<file path="src/rtl/efuse_pkg.sv">
// Shared eFuse definitions: read-engine state encoding, phase counter width
// and the parameter legality check used by the eFuse blocks.
package efuse_pkg;

    typedef enum logic [2:0] {
        ST_IDLE  = 3'd0,
        ST_WAIT  = 3'd1,
        ST_SETUP = 3'd2,
        ST_PULSE = 3'd3,
        ST_HOLD  = 3'd4
    } efuse_rd_state_e;

    localparam int TCNT_W = 4;

    // THD below 2 would sample before the mux-delayed aen has been held off.
    function automatic bit efuse_rd_params_ok(input int nr, input int tsu,
                                              input int taen, input int thd);
        return (nr >= 1) && (nr <= 256) &&
               (tsu >= 1) && (tsu <= 15) &&
               (taen >= 1) && (taen <= 15) &&
               (thd >= 2) && (thd <= 15);
    endfunction

endpackage

</file>
<file path="src/rtl/efuse_read_ctrl.sv">
// eFuse read engine: walks byte addresses 0..NR-1 with SETUP/PULSE/HOLD
// timing toward efuse_mux and captures each byte into a shadow register file.
module efuse_read_ctrl
    import efuse_pkg::*;
#(
    parameter int NR   = 64,
    parameter int TSU  = 2,
    parameter int TAEN = 3,
    parameter int THD  = 2
) (
    input  logic              clk,
    input  logic              rst_n,
    input  logic              load_req,
    input  logic              abort,
    input  logic              rg_efuse_reg_mode,
    input  logic              busy_write,
    output logic              read_pgmen,
    output logic              read_rden,
    output logic              read_aen,
    output logic [7:0]        read_addr,
    output logic              busy_read,
    input  logic [7:0]        read_rdata,
    output logic [8*NR-1:0]   shadow_data,
    output logic              shadow_valid,
    output logic              load_done
);

    if (!efuse_rd_params_ok(NR, TSU, TAEN, THD)) begin : g_bad_params
        $error("efuse_read_ctrl: illegal NR/TSU/TAEN/THD parameter combination");
    end

    localparam logic [TCNT_W-1:0] TSU_LD    = TCNT_W'(TSU - 1);
    localparam logic [TCNT_W-1:0] TAEN_LD   = TCNT_W'(TAEN - 1);
    localparam logic [TCNT_W-1:0] THD_LD    = TCNT_W'(THD - 1);
    localparam logic [7:0]        LAST_ADDR = 8'(NR - 1);

    efuse_rd_state_e   state_q, state_d;
    logic [TCNT_W-1:0] cnt_q, cnt_d;
    logic [7:0]        addr_q, addr_d;
    logic              valid_q, valid_d;
    logic              done_q, done_d;
    logic              capture;
    logic              blocked;
    logic [7:0]        shadow_q [NR];

    assign blocked = rg_efuse_reg_mode | busy_write;

    always_ff @(posedge clk or negedge rst_n) begin
        if (!rst_n) begin
            state_q <= ST_IDLE;
            cnt_q   <= '0;
            addr_q  <= '0;
            valid_q <= 1'b0;
            done_q  <= 1'b0;
        end else begin
            state_q <= state_d;
            cnt_q   <= cnt_d;
            addr_q  <= addr_d;
            valid_q <= valid_d;
            done_q  <= done_d;
        end
    end

    // Phase counter loads duration-1 on entry and the phase ends when it hits zero.
    always_comb begin
        state_d = state_q;
        cnt_d   = cnt_q;
        addr_d  = addr_q;
        valid_d = valid_q;
        done_d  = 1'b0;
        capture = 1'b0;
        case (state_q)
            ST_IDLE: begin
                if (load_req && !abort) begin
                    valid_d = 1'b0;
                    addr_d  = '0;
                    if (blocked) begin
                        state_d = ST_WAIT;
                        cnt_d   = '0;
                    end else begin
                        state_d = ST_SETUP;
                        cnt_d   = TSU_LD;
                    end
                end
            end
            ST_WAIT: begin
                if (abort) begin
                    state_d = ST_IDLE;
                    cnt_d   = '0;
                end else if (!blocked) begin
                    state_d = ST_SETUP;
                    cnt_d   = TSU_LD;
                end
            end
            ST_SETUP: begin
                if (abort) begin
                    state_d = ST_IDLE;
                    cnt_d   = '0;
                end else if (cnt_q == '0) begin
                    state_d = ST_PULSE;
                    cnt_d   = TAEN_LD;
                end else begin
                    cnt_d = cnt_q - TCNT_W'(1);
                end
            end
            ST_PULSE: begin
                if (abort) begin
                    state_d = ST_IDLE;
                    cnt_d   = '0;
                end else if (cnt_q == '0) begin
                    state_d = ST_HOLD;
                    cnt_d   = THD_LD;
                end else begin
                    cnt_d = cnt_q - TCNT_W'(1);
                end
            end
            ST_HOLD: begin
                if (abort) begin
                    state_d = ST_IDLE;
                    cnt_d   = '0;
                end else if (cnt_q == '0) begin
                    capture = 1'b1;
                    if (addr_q == LAST_ADDR) begin
                        state_d = ST_IDLE;
                        cnt_d   = '0;
                        valid_d = 1'b1;
                        done_d  = 1'b1;
                    end else begin
                        state_d = ST_SETUP;
                        cnt_d   = TSU_LD;
                        addr_d  = addr_q + 8'd1;
                    end
                end else begin
                    cnt_d = cnt_q - TCNT_W'(1);
                end
            end
            default: begin
                state_d = ST_IDLE;
                cnt_d   = '0;
            end
        endcase
    end

    always_comb begin
        read_rden = 1'b0;
        read_aen  = 1'b0;
        busy_read = 1'b0;
        read_addr = '0;
        case (state_q)
            ST_SETUP, ST_HOLD: begin
                read_rden = 1'b1;
                busy_read = 1'b1;
                read_addr = addr_q;
            end
            ST_PULSE: begin
                read_rden = 1'b1;
                read_aen  = 1'b1;
                busy_read = 1'b1;
                read_addr = addr_q;
            end
            default: ;
        endcase
    end

    // Byte-write shadow register file; a byte changes only on its own capture.
    for (genvar i = 0; i < NR; i++) begin : g_shadow
        always_ff @(posedge clk or negedge rst_n) begin
            if (!rst_n) begin
                shadow_q[i] <= '0;
            end else if (capture && (addr_q == 8'(i))) begin
                shadow_q[i] <= read_rdata;
            end
        end
        assign shadow_data[8*i +: 8] = shadow_q[i];
    end

    assign read_pgmen   = 1'b0;
    assign shadow_valid = valid_q;
    assign load_done    = done_q;

endmodule

</file>
<file path="config.mk">
export PLATFORM = sky130hd
export DESIGN_NAME = efuse_read_ctrl
export DESIGN_NICKNAME = d
export VERILOG_FILES = /design/src/rtl/efuse_pkg.sv /design/src/rtl/efuse_read_ctrl.sv
export SDC_FILE = /design/constraint.sdc
export NUM_CORES = 1
export LEC_CHECK = 0
export CORE_AREA = 2 2 211 213
export DETAILED_ROUTE_END_ITERATION = 12
export DIE_AREA = 0 0 213 215
export PLACE_DENSITY = 0.79
export SETUP_SLACK_MARGIN = 0.1
export SLEW_MARGIN = 30
export SYNTH_ARGS = -nofsm -noshare
export SYNTH_HDL_FRONTEND = slang
export SYNTH_SLANG_ARGS = --single-unit
</file>
<file path="constraint.sdc">
create_clock -name clk -period 2.5 [get_ports clk]
set_input_delay 0.5 -clock clk [delete_from_list [all_inputs] [get_ports clk]]
set_output_delay 0.5 -clock clk [all_outputs]
set_load 0.02 [all_outputs]
</file>
-- After elaboration in Yosys (flattened, before gate mapping)
Cells that the tools add are included.
- input bits: 14
- flip-flop bits (word level): 529
- logic and storage cells: 267
- output and inout port bits: 526
- $add $sub $neg: 2
- bitwise operators: 1
- multiplexer cells: 44
- eq/ne operators: 76
- reductions and logical operators: 75
- operator list (operator ; count):
    equality test 8 x 6 -> 1 bit (second input constant) ; 32
    equality test 8 x 5 -> 1 bit (second input constant) ; 16
    logical AND 1 bit ; 65
    equality test 8 x 4 -> 1 bit (second input constant) ; 8
    2-to-1 mux 8 bit ; 5
    2-to-1 mux 4 bit ; 9
    equality test 8 x 3 -> 1 bit (second input constant) ; 4
    2-to-1 mux 3 bit ; 9
    one-hot mux 4 bit (5 select lines) ; 1
    equality test 8 x 2 -> 1 bit (second input constant) ; 2
    one-hot mux 8 bit (2 select lines) ; 1
    2-to-1 mux 1 bit ; 15
    one-hot mux 3 bit (5 select lines) ; 1
    AND reduction 5 bit ; 3
    inequality test 3 bit (second input constant) ; 4
    inequality test 2 bit (second input constant) ; 5
    adder 8 x 1 -> 8 bit (second input constant) ; 1
    equality test 8 x 1 -> 1 bit (second input constant) ; 1
    logical NOT 8 bit ; 1
    equality test 3 x 2 -> 1 bit (second input constant) ; 2
    logical NOT 4 bit ; 1
    2-to-1 mux 2 bit ; 2
    subtractor 4 x 1 -> 4 bit (second input constant) ; 1
    equality test 3 x 1 -> 1 bit (second input constant) ; 1
    8 further kinds ; 8

-- Longest topological paths before layout
Gate-level depths: netlist (run 1).
- depth in word-level cells: 5
- mapped depth: 7
- depth with buffers taken out: 6

-- Worst setup path after synthesis (run 1)
Ideal clock, no wire load.
- kind: reg-to-reg
- start point: reg cnt_q[0]
- end point: reg shadow_q, in the netlist shadow_data[480]
- period minus slack after synthesis: 2.318 ns
- arrival: 2.193 ns
- library setup time: 0.125 ns
- required time: 2.375 ns
- stages on the path, launching flop included: 8
- setup slack: 0.182 ns
- path buffers: 1
- cells stage by stage: dfrtp_1 > inv_1 > ha_1 > or3b_4 > or4_1 > buf_4 > nor2_8 > mux2_2
- cells in the longest elaborated chain, start to end: 5
- RTL lines (item ; RTL line ; RTL):
    from (decl) ; efuse_read_ctrl.sv:38 ; logic [TCNT_W-1:0] cnt_q, cnt_d;
    from (signal assigned) ; efuse_read_ctrl.sv:57 ; cnt_q <= cnt_d;
    logical NOT 4 bit ; efuse_read_ctrl.sv:121 ; end else if (cnt_q == '0) begin
    2-to-1 mux 1 bit ; efuse_read_ctrl.sv:121 ;
    2-to-1 mux 1 bit ; efuse_read_ctrl.sv:118 ; if (abort) begin
    2-to-1 mux 1 bit ; efuse_read_ctrl.sv:72 ; case (state_q)
    logical AND 1 bit ; efuse_read_ctrl.sv:170 ; end else if (capture && (addr_q == 8'(i))) begin
    to (signal, indexed assignment) ; efuse_read_ctrl.sv:171 ; shadow_q[i] <= read_rdata;
    to (decl) ; efuse_read_ctrl.sv:44 ; logic [7:0] shadow_q [NR];
Every way passes these cells.
A chain may end at the register's enable or synchronous reset.

-- Worst setup path in the final report (run 1)
- start point: reg cnt_q[1]
- end point: reg shadow_q, in the netlist shadow_data[481]
Same word-level chain as after synthesis.

==> flow_summary.ini, run 1 <==
[logic_synthesis]
mappedNetlistArea_mm2 = 0.0210
nets_in_the_synthesized_netlist = 1339
synth_edf_count = 0
postSynth.asyncResetShare = 1.00
post_syn_instances = 1319
synth.top_cells.by_area = sky130_fd_sc_hd__dfrtp_1 (63%), sky130_fd_sc_hd__mux2_2 (27%), sky130_fd_sc_hd__nor3_4 (1.1%)
yosysSeqAreaShare = 0.630
synth.ff_latch_count = 529
yosysWarningCount = 0
synth.avg_cell_area_um2 = 15.9
synth_top_area_cell = sky130_fd_sc_hd__dfrtp_1
synth_flop_cell = sky130_fd_sc_hd__dfrtp_1
ys_types = 60
post-synth-top-area-fraction = 0.630

[timing]
slew_viol_final = 0
slew_headroom = 0.482
finalClockSkew_ns = 0.0237
slew_worst_pin_ns = 0.777
finalCriticalPeriod_ns = 2.43
hold_fails_final_rpt = 0
timing.final.ws_setup_ns = 0.0747
setup_tns_ns = 0
max_freq_mhz = 412
layout_worst_path_cycle_share = 0.970
setup_viol = 0
grt_setup_unrepaired = yes

[floorplan]
die_w_um = 213
die-area_mm2 = 0.0458
fp-row-count = 77
die_h_um = 215
floorplan.io_pins = 540
initial_core_util = 0.482
core_region_area_mm2 = 0.0436

[routing]
detailed_route_drc_error_count = 0
antenna_left = 0
routedWlPerCell_um = 24.6
drt_pre_antenna_iters = 4
post_drt_via_cell_ratio = 5.39
dr_total_vias = 14056
finalWirelength_um = 64100
drt-initial-drc-count = 709

[critical_path]
crit_type = reg2reg
timing.critical_path.fanout_max = 8
cp-end-kind = flip-flop
worstPathRequired_ns = 2.97
crit_path_cell_trace = inv_2 -> ha_4 -> or3b_4 -> buf_6 -> or4_4 -> buf_4 -> nor2_8 -> mux2_2
critPathSlowestCell = sky130_fd_sc_hd__or4_4
start_kind = flip-flop
timing.critical_path.slowest_cell_delay_ns = 0.44
worst_ep_arrival_time_ns = 2.90
cp.buffers_inverters = 3
critical_path.top_delay_family = simple AND/OR/NAND/NOR gates

[power]
combinational_cell_fraction_of_total_power = 0.094
seq_power_share = 0.458
power.density_cell_area_mw_per_mm2 = 621
net-switching-power_mw = 4.54
worst_vdd_ir_mv = 0.633
cellLeakagePower_nw = 14.7
intPower_mw = 14.5
p_clk_frac = 0.448
switching_power_share_of_the_total = 0.238

[global_routing]
number_of_global_route_vias_before_repair = 15139
grt_overflow_total = 0
grt_use_total = 0.281
antenna_found_initial = 1
grt_max_degree = 90
wire_length_of_the_first_global_routing_pass_um = 96400

[placed_design]
io_buffer_count = 538
post-dp-hpwl_um = 42600
dpl_worst_slack_ns = -0.125
routabilityCongestion = 0.839

[cells_and_area]
seq_area_mm2 = 0.0132
final_layout_size_suffix_gt1_frac = 0.416
final_net_count = 1992
fillerInstances = 2891
multi_input_gate_area_mm2 = 0.00762
leading_cell_type_in_the_layout_fill_and_taps_excluded = sky130_fd_sc_hd__dfrtp_1
layout-area-overhead-vs-synth_pct = 46.1
final_cell_mix = sky130_fd_sc_hd__dfrtp_1 (529), sky130_fd_sc_hd__clkdlybuf4s50_1 (518), sky130_fd_sc_hd__mux2_2 (468), sky130_fd_sc_hd__buf_4 (73), sky130_fd_sc_hd__buf_12 (62)

[clock_network]
h_tree_lvl_count = 2
worstSkewPairLatency_ns = 0.59
max-clock-path-buffers = 3
tritoncts_num_sinks = 529
cts-root-buf = sky130_fd_sc_hd__clkbuf_16
tritoncts = done
tritoncts.num_buffers = 53
clock_pin_slew_of_the_registers_on_the_worst_case_setup_and_hold_paths_ns = 0.06

[run_status]
outcome = completed

[min_path]
holdCritPathClass = in2async

[job]
drv.max_cap_violation_count = 0
[synth_stat cells, drive strengths merged, types with 6 or more instances]
library cell  count
ha                6
nand4            12
and2             10
nor3             17
mux2            513
nand2            12
buf              25
clkbuf           57
nand3            12
inv               8
nor2             35
o21ai            10
dfrtp           529
nor3b             9
[metrics by stage]
step	area, um2	total power, mW	cells	hold WS, ns	util
3_3_place_gp	28500	10.5	2494	0.488	0.652
3_5_place_dp	28500	10.5	2494	0.491	0.652
4_1_cts	30600	19.1	2600	0.460	0.701
6_report	30700	19.1	2609	0.476	0.704
2_1_floorplan	21000	9.70	1319	0.204	-
5_1_grt	30700	19.7	2609	0.500	0.704
[power by group through the flow]
| stage | Sequential (mW) | Clock, mW | Combinational (mW) |
|---|---|---|---|
| after floorplan | 8.98 | 0 | 0.720 |
| after global placement | 8.89 | 0 | 1.57 |
| after detailed placement | 8.90 | 0 | 1.62 |
| after CTS | 8.74 | 8.65 | 1.73 |
| after global routing | 8.75 | 9.05 | 1.91 |
| final | 8.74 | 8.55 | 1.79 |
[per-layer routing]
| metal | wire [um] | up-vias | global-route usage |
|---|---|---|---|
| li1 | - | 6013 | - |
| met1 | 25200 | 7425 | 0.344 |
| met2 | 31900 | 481 | 0.472 |
| met3 | 4210 | 137 | 0.0687 |
| met4 | 2790 | 0 | 0.124 |
| met5 | 0 | - | 0 |
[kinds of logic after synthesis]
family	synth area share
flip-flops	0.630
AO/OA/AOI/OAI	0.0120
buffers and inverters	0.0188
AND/OR/NAND/NOR	0.0597
multiplexers	0.276
other	0.000178
adder cells (fa/ha/maj)	0.00357
[final cells by class]
type,instances,share of cell area
flip-flops and latches,529,0.431
multi-input cells,700,0.248
repair buffers,680,0.233
clock buffers,78,0.0522
well taps,592,0.0241
clock inverters,21,0.00978
inverters,8,0.000978
diodes,1,0.0000815
[repair_timing]
item | in CTS | in global routing
setup endpoints to repair | 193 | 207
resized for setup | 86 | 22
buffers inserted | 6 | 8
pin swaps | 4 | 7
hold buffers | 1 | 0
endpoints found under the hold margin | 48 | 0
[path summary, 6_finish.rpt]
path | endpoint | slack [ns] | from | cells after the start
max in group asynchronous | shadow_data[294]$_DFFE_PN0P_ | 1.13 | rst_n | 4
hold reg to reg | shadow_valid$_DFFE_PN0P_ | 0.50 | shadow_valid$_DFFE_PN0P_ | 1
setup / recovery | shadow_data[481]$_DFFE_PN0P_ | 0.07 | cnt_q[1]$_DFFE_PN0P_ | 8
min in group clk | shadow_valid$_DFFE_PN0P_ | 0.50 | shadow_valid$_DFFE_PN0P_ | 1
setup reg to reg | shadow_data[481]$_DFFE_PN0P_ | 0.07 | cnt_q[1]$_DFFE_PN0P_ | 8
hold / removal | shadow_data[76]$_DFFE_PN0P_ | 0.48 | rst_n | 2
[flip-flops by register name, indices dropped and copies added, names as in the netlist]
register and cells:
addr_q 8, cnt_q 4, load_done 1, shadow_data 512, shadow_valid 1, state_q 3
No activity file was read; power rests on OpenSTA's default activity.
==> run 2, diff against run 1 <==
- PLACE_DENSITY: 0.79 -> 0.77
==> run 2 against run 1 <==
Against the previous run:
- sequential power barely moved
- flip-flop and latch count did not move
- cell count decreased by 0.15%
- worst hold slack worse by 0.017 ns
- largest power group unchanged
==> flow_summary.ini, run 2 (synthesized netlist as in run 1, its figures left out) <==
[cells_and_area]
layout-area-overhead-vs-synth_pct = 45.8
final_layout_size_suffix_gt1_frac = 0.419
leading_cell_type_in_the_layout_fill_and_taps_excluded = sky130_fd_sc_hd__dfrtp_1
fin_util = 0.702
final_cell_mix = sky130_fd_sc_hd__dfrtp_1 (526), sky130_fd_sc_hd__clkdlybuf4s50_1 (518), sky130_fd_sc_hd__mux2_2 (475), sky130_fd_sc_hd__buf_4 (73), sky130_fd_sc_hd__buf_12 (57)
flip_flop_count_of_the_largest_register_after_layout = 512
final_net_count = 1990
fillerInstances = 2911
diode_count = 0
fin_area_mm2 = 0.0307

[timing]
finalCriticalPeriod_ns = 2.43
slew_viol_final = 0
slew_headroom = 0.438
setup_viol = 0
slew_worst_pin_ns = 0.843
hold_fails_final_rpt = 0
max_freq_mhz = 411
layout_worst_path_cycle_share = 0.973
grt_setup_unrepaired = yes
finalClockSkew_ns = 0.0242

[clock_network]
worstSkewPairLatency_ns = 0.61
h_tree_lvl_count = 2
cts-root-buf = sky130_fd_sc_hd__clkbuf_16
tritoncts_num_sinks = 529
tritoncts = done
max-clock-path-buffers = 3
tritoncts.num_buffers = 54
clock_pin_slew_of_the_registers_on_the_worst_case_setup_and_hold_paths_ns = 0.06

[global_routing]
wire_length_of_the_first_global_routing_pass_um = 95500
antenna_found_initial = 0
grt_use_total = 0.277
grt_max_degree = 73
grt_overflow_total = 0
number_of_global_route_vias_before_repair = 15075

[routing]
antenna_left = 0
dr_total_vias = 13924
drt_pre_antenna_iters = 6
detailed_route_drc_error_count = 0
routedWlPerCell_um = 24.2
drt-initial-drc-count = 838
finalWirelength_um = 63200
post_drt_via_cell_ratio = 5.35

[critical_path]
worst-r2r-cell-count = 8
crit_type = reg2reg
cp-endpoint = shadow_data[12]$_DFFE_PN0P_
reg2reg_setup_slack_ns = 0.07
worst_ep_arrival_time_ns = 2.91
worstPathRequired_ns = 2.98
r2r-end = shadow_data[12]$_DFFE_PN0P_
timing.critical_path.fanout_max = 13
worstSetupStartpoint = cnt_q[1]$_DFFE_PN0P_
cp-end-kind = flip-flop
regToRegStartpoint = cnt_q[1]$_DFFE_PN0P_
start_kind = flip-flop

[floorplan]
fp-row-count = 77
die_w_um = 213
floorplan.io_pins = 540
die_h_um = 215
die-area_mm2 = 0.0458
initial_core_util = 0.482
core_region_area_mm2 = 0.0436

[power]
cellLeakagePower_nw = 14.7
p_clk_frac = 0.447
seq_power_share = 0.459
power.density_cell_area_mw_per_mm2 = 623
combinational_cell_fraction_of_total_power = 0.094
p_total_mw = 19.1
worst_vdd_ir_mv = 0.590
net-switching-power_mw = 4.57
intPower_mw = 14.5
switching_power_share_of_the_total = 0.240

[job]
drv.max_cap_violation_count = 0

[placed_design]
routabilityCongestion = 0.860
post-dp-hpwl_um = 41400
io_buffer_count = 538
postPlaceCellArea_mm2 = 0.0283

[min_path]
holdCritPathClass = in2async

[run_status]
outcome = completed
==> run 2: cell count changes in the layout (fill, tap and decap cells not counted), moves of 4 or more <==
| cell | previous run | this run |
|---|---|---|
| sky130_fd_sc_hd__mux2_4 | 44 | 33 |
| sky130_fd_sc_hd__mux2_2 | 468 | 475 |
| sky130_fd_sc_hd__buf_12 | 62 | 57 |
| sky130_fd_sc_hd__buf_6 | 6 | 11 |
| sky130_fd_sc_hd__and2_1 | 10 | 6 |
| sky130_fd_sc_hd__and2_4 | 0 | 4 |
| sky130_fd_sc_hd__buf_2 | 16 | 12 |
| sky130_fd_sc_hd__mux2_1 | 1 | 5 |
==> run 2: critical path, stage by stage (launching register included) <==
cell and delay (ns):
sky130_fd_sc_hd__dfrtp_1 0.39, sky130_fd_sc_hd__inv_2 0.09, sky130_fd_sc_hd__ha_4 0.13, sky130_fd_sc_hd__or3b_4 0.39
sky130_fd_sc_hd__buf_6 0.13, sky130_fd_sc_hd__nor4_4 0.26, sky130_fd_sc_hd__buf_6 0.27, sky130_fd_sc_hd__nand4_4 0.26
sky130_fd_sc_hd__mux2_2 0.37
==> run 2: worst min-delay path by stage <==
stage | slack [ns] | start | cells after the start | to
5_1_grt | 0.48 | rst_n | 2 | shadow_data[150]$_DFFE_PN0P_
3_3_place_gp | 0.47 | shadow_data[484]$_DFFE_PN0P_ | 1 | shadow_data[484]$_DFFE_PN0P_
2_1_floorplan | 0.20 | rst_n | 0 | addr_q[0]$_DFFE_PN0P_
3_5_place_dp | 0.47 | shadow_data[483]$_DFFE_PN0P_ | 1 | shadow_data[483]$_DFFE_PN0P_
4_1_cts | 0.44 | rst_n | 2 | shadow_data[150]$_DFFE_PN0P_
6_report | 0.46 | rst_n | 2 | shadow_data[150]$_DFFE_PN0P_
==> run 2: cell type report <==
cell class,count,area (um2),share of cell area
Inverter,8,32.5,0.00106
Multi-Input combinational cell,700,7610,0.248
Timing Repair Buffer,677,7120,0.232
Tap cell,592,741,0.0242
Sequential cell,529,13200,0.432
Clock buffer,76,1570,0.0514
Clock inverter,23,327,0.0107
==> run 2: routing by layer <==
layer	vias to the layer above	part of all wire	global-route usage
li1	5992	-	-
met1	7330	0.39	0.341
met2	459	0.50	0.461
met3	143	0.067	0.0712
met4	0	0.045	0.121
met5	-	0	0
==> run 2: power groups by stage <==
stage               Clock (mW)  Combinational (mW)  Sequential (mW)
floorplan                    0               0.720             8.98
global placement             0                1.52             8.91
detailed placement           0                1.57             8.92
CTS                       8.67                1.66             8.76
global route              9.03                1.92             8.77
finish                    8.53                1.80             8.76
==> run 2: through the flow <==
step	setup slack (ns)	setup TNS (ns)	std cells	hold slack (ns)
2_1_floorplan	0.182	0	1319	0.204
3_3_place_gp	-0.165	-13.91	2482	0.468
3_5_place_dp	-0.182	-16.77	2482	0.474
4_1_cts	0.0794	0	2594	0.437
5_1_grt	-0.00360	-0.00636	2605	0.477
6_report	0.0682	0	2605	0.459
==> run 2: timing repair <==
item / in CTS / in global routing
setup buffers: 12 / 12
setup endpoints to repair: 131 / 291
hold buffers: 1 / 0
pin swaps: 5 / 10
hold endpoints to repair: 50 / 0
resized for setup: 57 / 77
==> variant (settings of run 2) <==
Take the reset off `addr_q` and load it in a clocked block of its own.
--- a/src/rtl/efuse_read_ctrl.sv
+++ b/src/rtl/efuse_read_ctrl.sv
@@ -49,16 +49,18 @@
         if (!rst_n) begin
             state_q <= ST_IDLE;
             cnt_q   <= '0;
-            addr_q  <= '0;
             valid_q <= 1'b0;
             done_q  <= 1'b0;
         end else begin
             state_q <= state_d;
             cnt_q   <= cnt_d;
-            addr_q  <= addr_d;
             valid_q <= valid_d;
             done_q  <= done_d;
         end
+    end
+
+    always_ff @(posedge clk) begin
+        addr_q <= addr_d;
     end
 
     // Phase counter loads duration-1 on entry and the phase ends when it hits zero.
Check against the original RTL: same outputs for any inputs over 4 cycles, from zero or initial values and one cycle with rst_n low; that may be too few to reach the edited logic, so the function may still have changed.
==> variant against run 2 <==
  * Sequential power is essentially flat
  * Sequential cell count stayed put
  * Area after synthesis is 0.48% higher
  * Total power decreased by 3.8%
  * Clock power decreased by 5.0%
  * Die area unchanged
  * Routed wire length down 1.6%
  * Cell area down 1.8%
  * Worst setup slack gained 0.068 ns
  * Combinational power is 15% lower
  * Via count down 1.8%
  * Maximum frequency increased by 2.9%
  * Count of clock-buffer cells in the layout is 5 higher
==> variant: results <==
[outcome]
status = "completed"

[synth]
synth.top_cells.by_count = "dfrtp_1, mux2_2, clkbuf_1"
ys_top_cells_by_area = "dfrtp_1, mux2_2, nand3_4"
seq_area_frac_synth_pct = 62.9
syn_area_per_cell_um2 = 15.9
synth_edf_count = 8
post_synth_num_cell_types = 58
synth_compound_area_share_pct = 0.729
synth_mux_area_share_pct = 27.4
yosys.area_share.adder_pct = 0.356

[timing]
worst-slew-pin-transition_ns = 0.861
fin_crit_sh_pct = 94.6
skew_ns = 0.0197

[routing]
dr_wl_met3_um = 4040
met1Wirelength_um = 24800
avgViaCountPerCell = 5.30
dr_wl_met2_um = 30300
wl_per_cell_um = 24.1
drt_iter0_drc = 664

[critical_path]
reg2reg_slack_ns = 0.22
critical-path-slowest-cell = "or3b_4"
worstRegToRegCells = 9
cp_max_fo = 4
timing.rr.start = "cnt_q[0]"
worstPathArrival_ns = 1.86
r2r_end = "shadow_data[245]"

[layout]
seq_area_share_pct = 44.1
final_nets = 1967
n_clock_buffer = 81
n_all_buffers = 647
fin_util_pct = 68.9
final-nonclk-buf-share_pct = 22.5

[global_routing]
grt.met3_usage_pct = 6.90
grt_max_degree = 86
grt_pass1_vias = 14600
grt_use_met1_pct = 34.3

[power_and_ir_drop]
power.leakage_nw = 14.2
p_comb_mw = 1.53
sw_frac_of_total_pct = 24.0
seq_power_mw = 8.73
ir_drop_uv = 581

[placed_design]
dpl.cell_count = 2468
dp_slack_ns = -0.239
placed_area_um2 = 28200
[variant: changes by cell type after synthesis, moves of 4 or more]
cell	change
nand3_4	+31
nor2_1	+14
nor3_4	-13
o21ai_0	-10
dfrtp_1	-8
edfxtp_1	+8
nor2b_1	+8
nand3_2	-7
nor2_2	-7
nor3_2	+7
nor3b_4	-5
xor2_1	+5
and2_0	+4
nand3_1	+4
[variant: repair_timing]
action                                  in CTS  in global routing
endpoints found under the setup margin      20                255
hold buffers                                 1                  0
gates resized for setup                     54                 13
endpoints found under the hold margin       42                  0
pin swaps                                    0                  1
buffers inserted                             1                 11
cloned                                       1                  0
[variant: worst register-to-register path, stage by stage (launching register included)]
cell and delay [ns]:
dfrtp_1 0.41, inv_1 0.09, ha_1 0.20, nor4b_4 0.27, buf_4 0.20, nand2_1 0.09, buf_12 0.16, nor3_2 0.18
buf_4 0.21, mux2_2 0.35
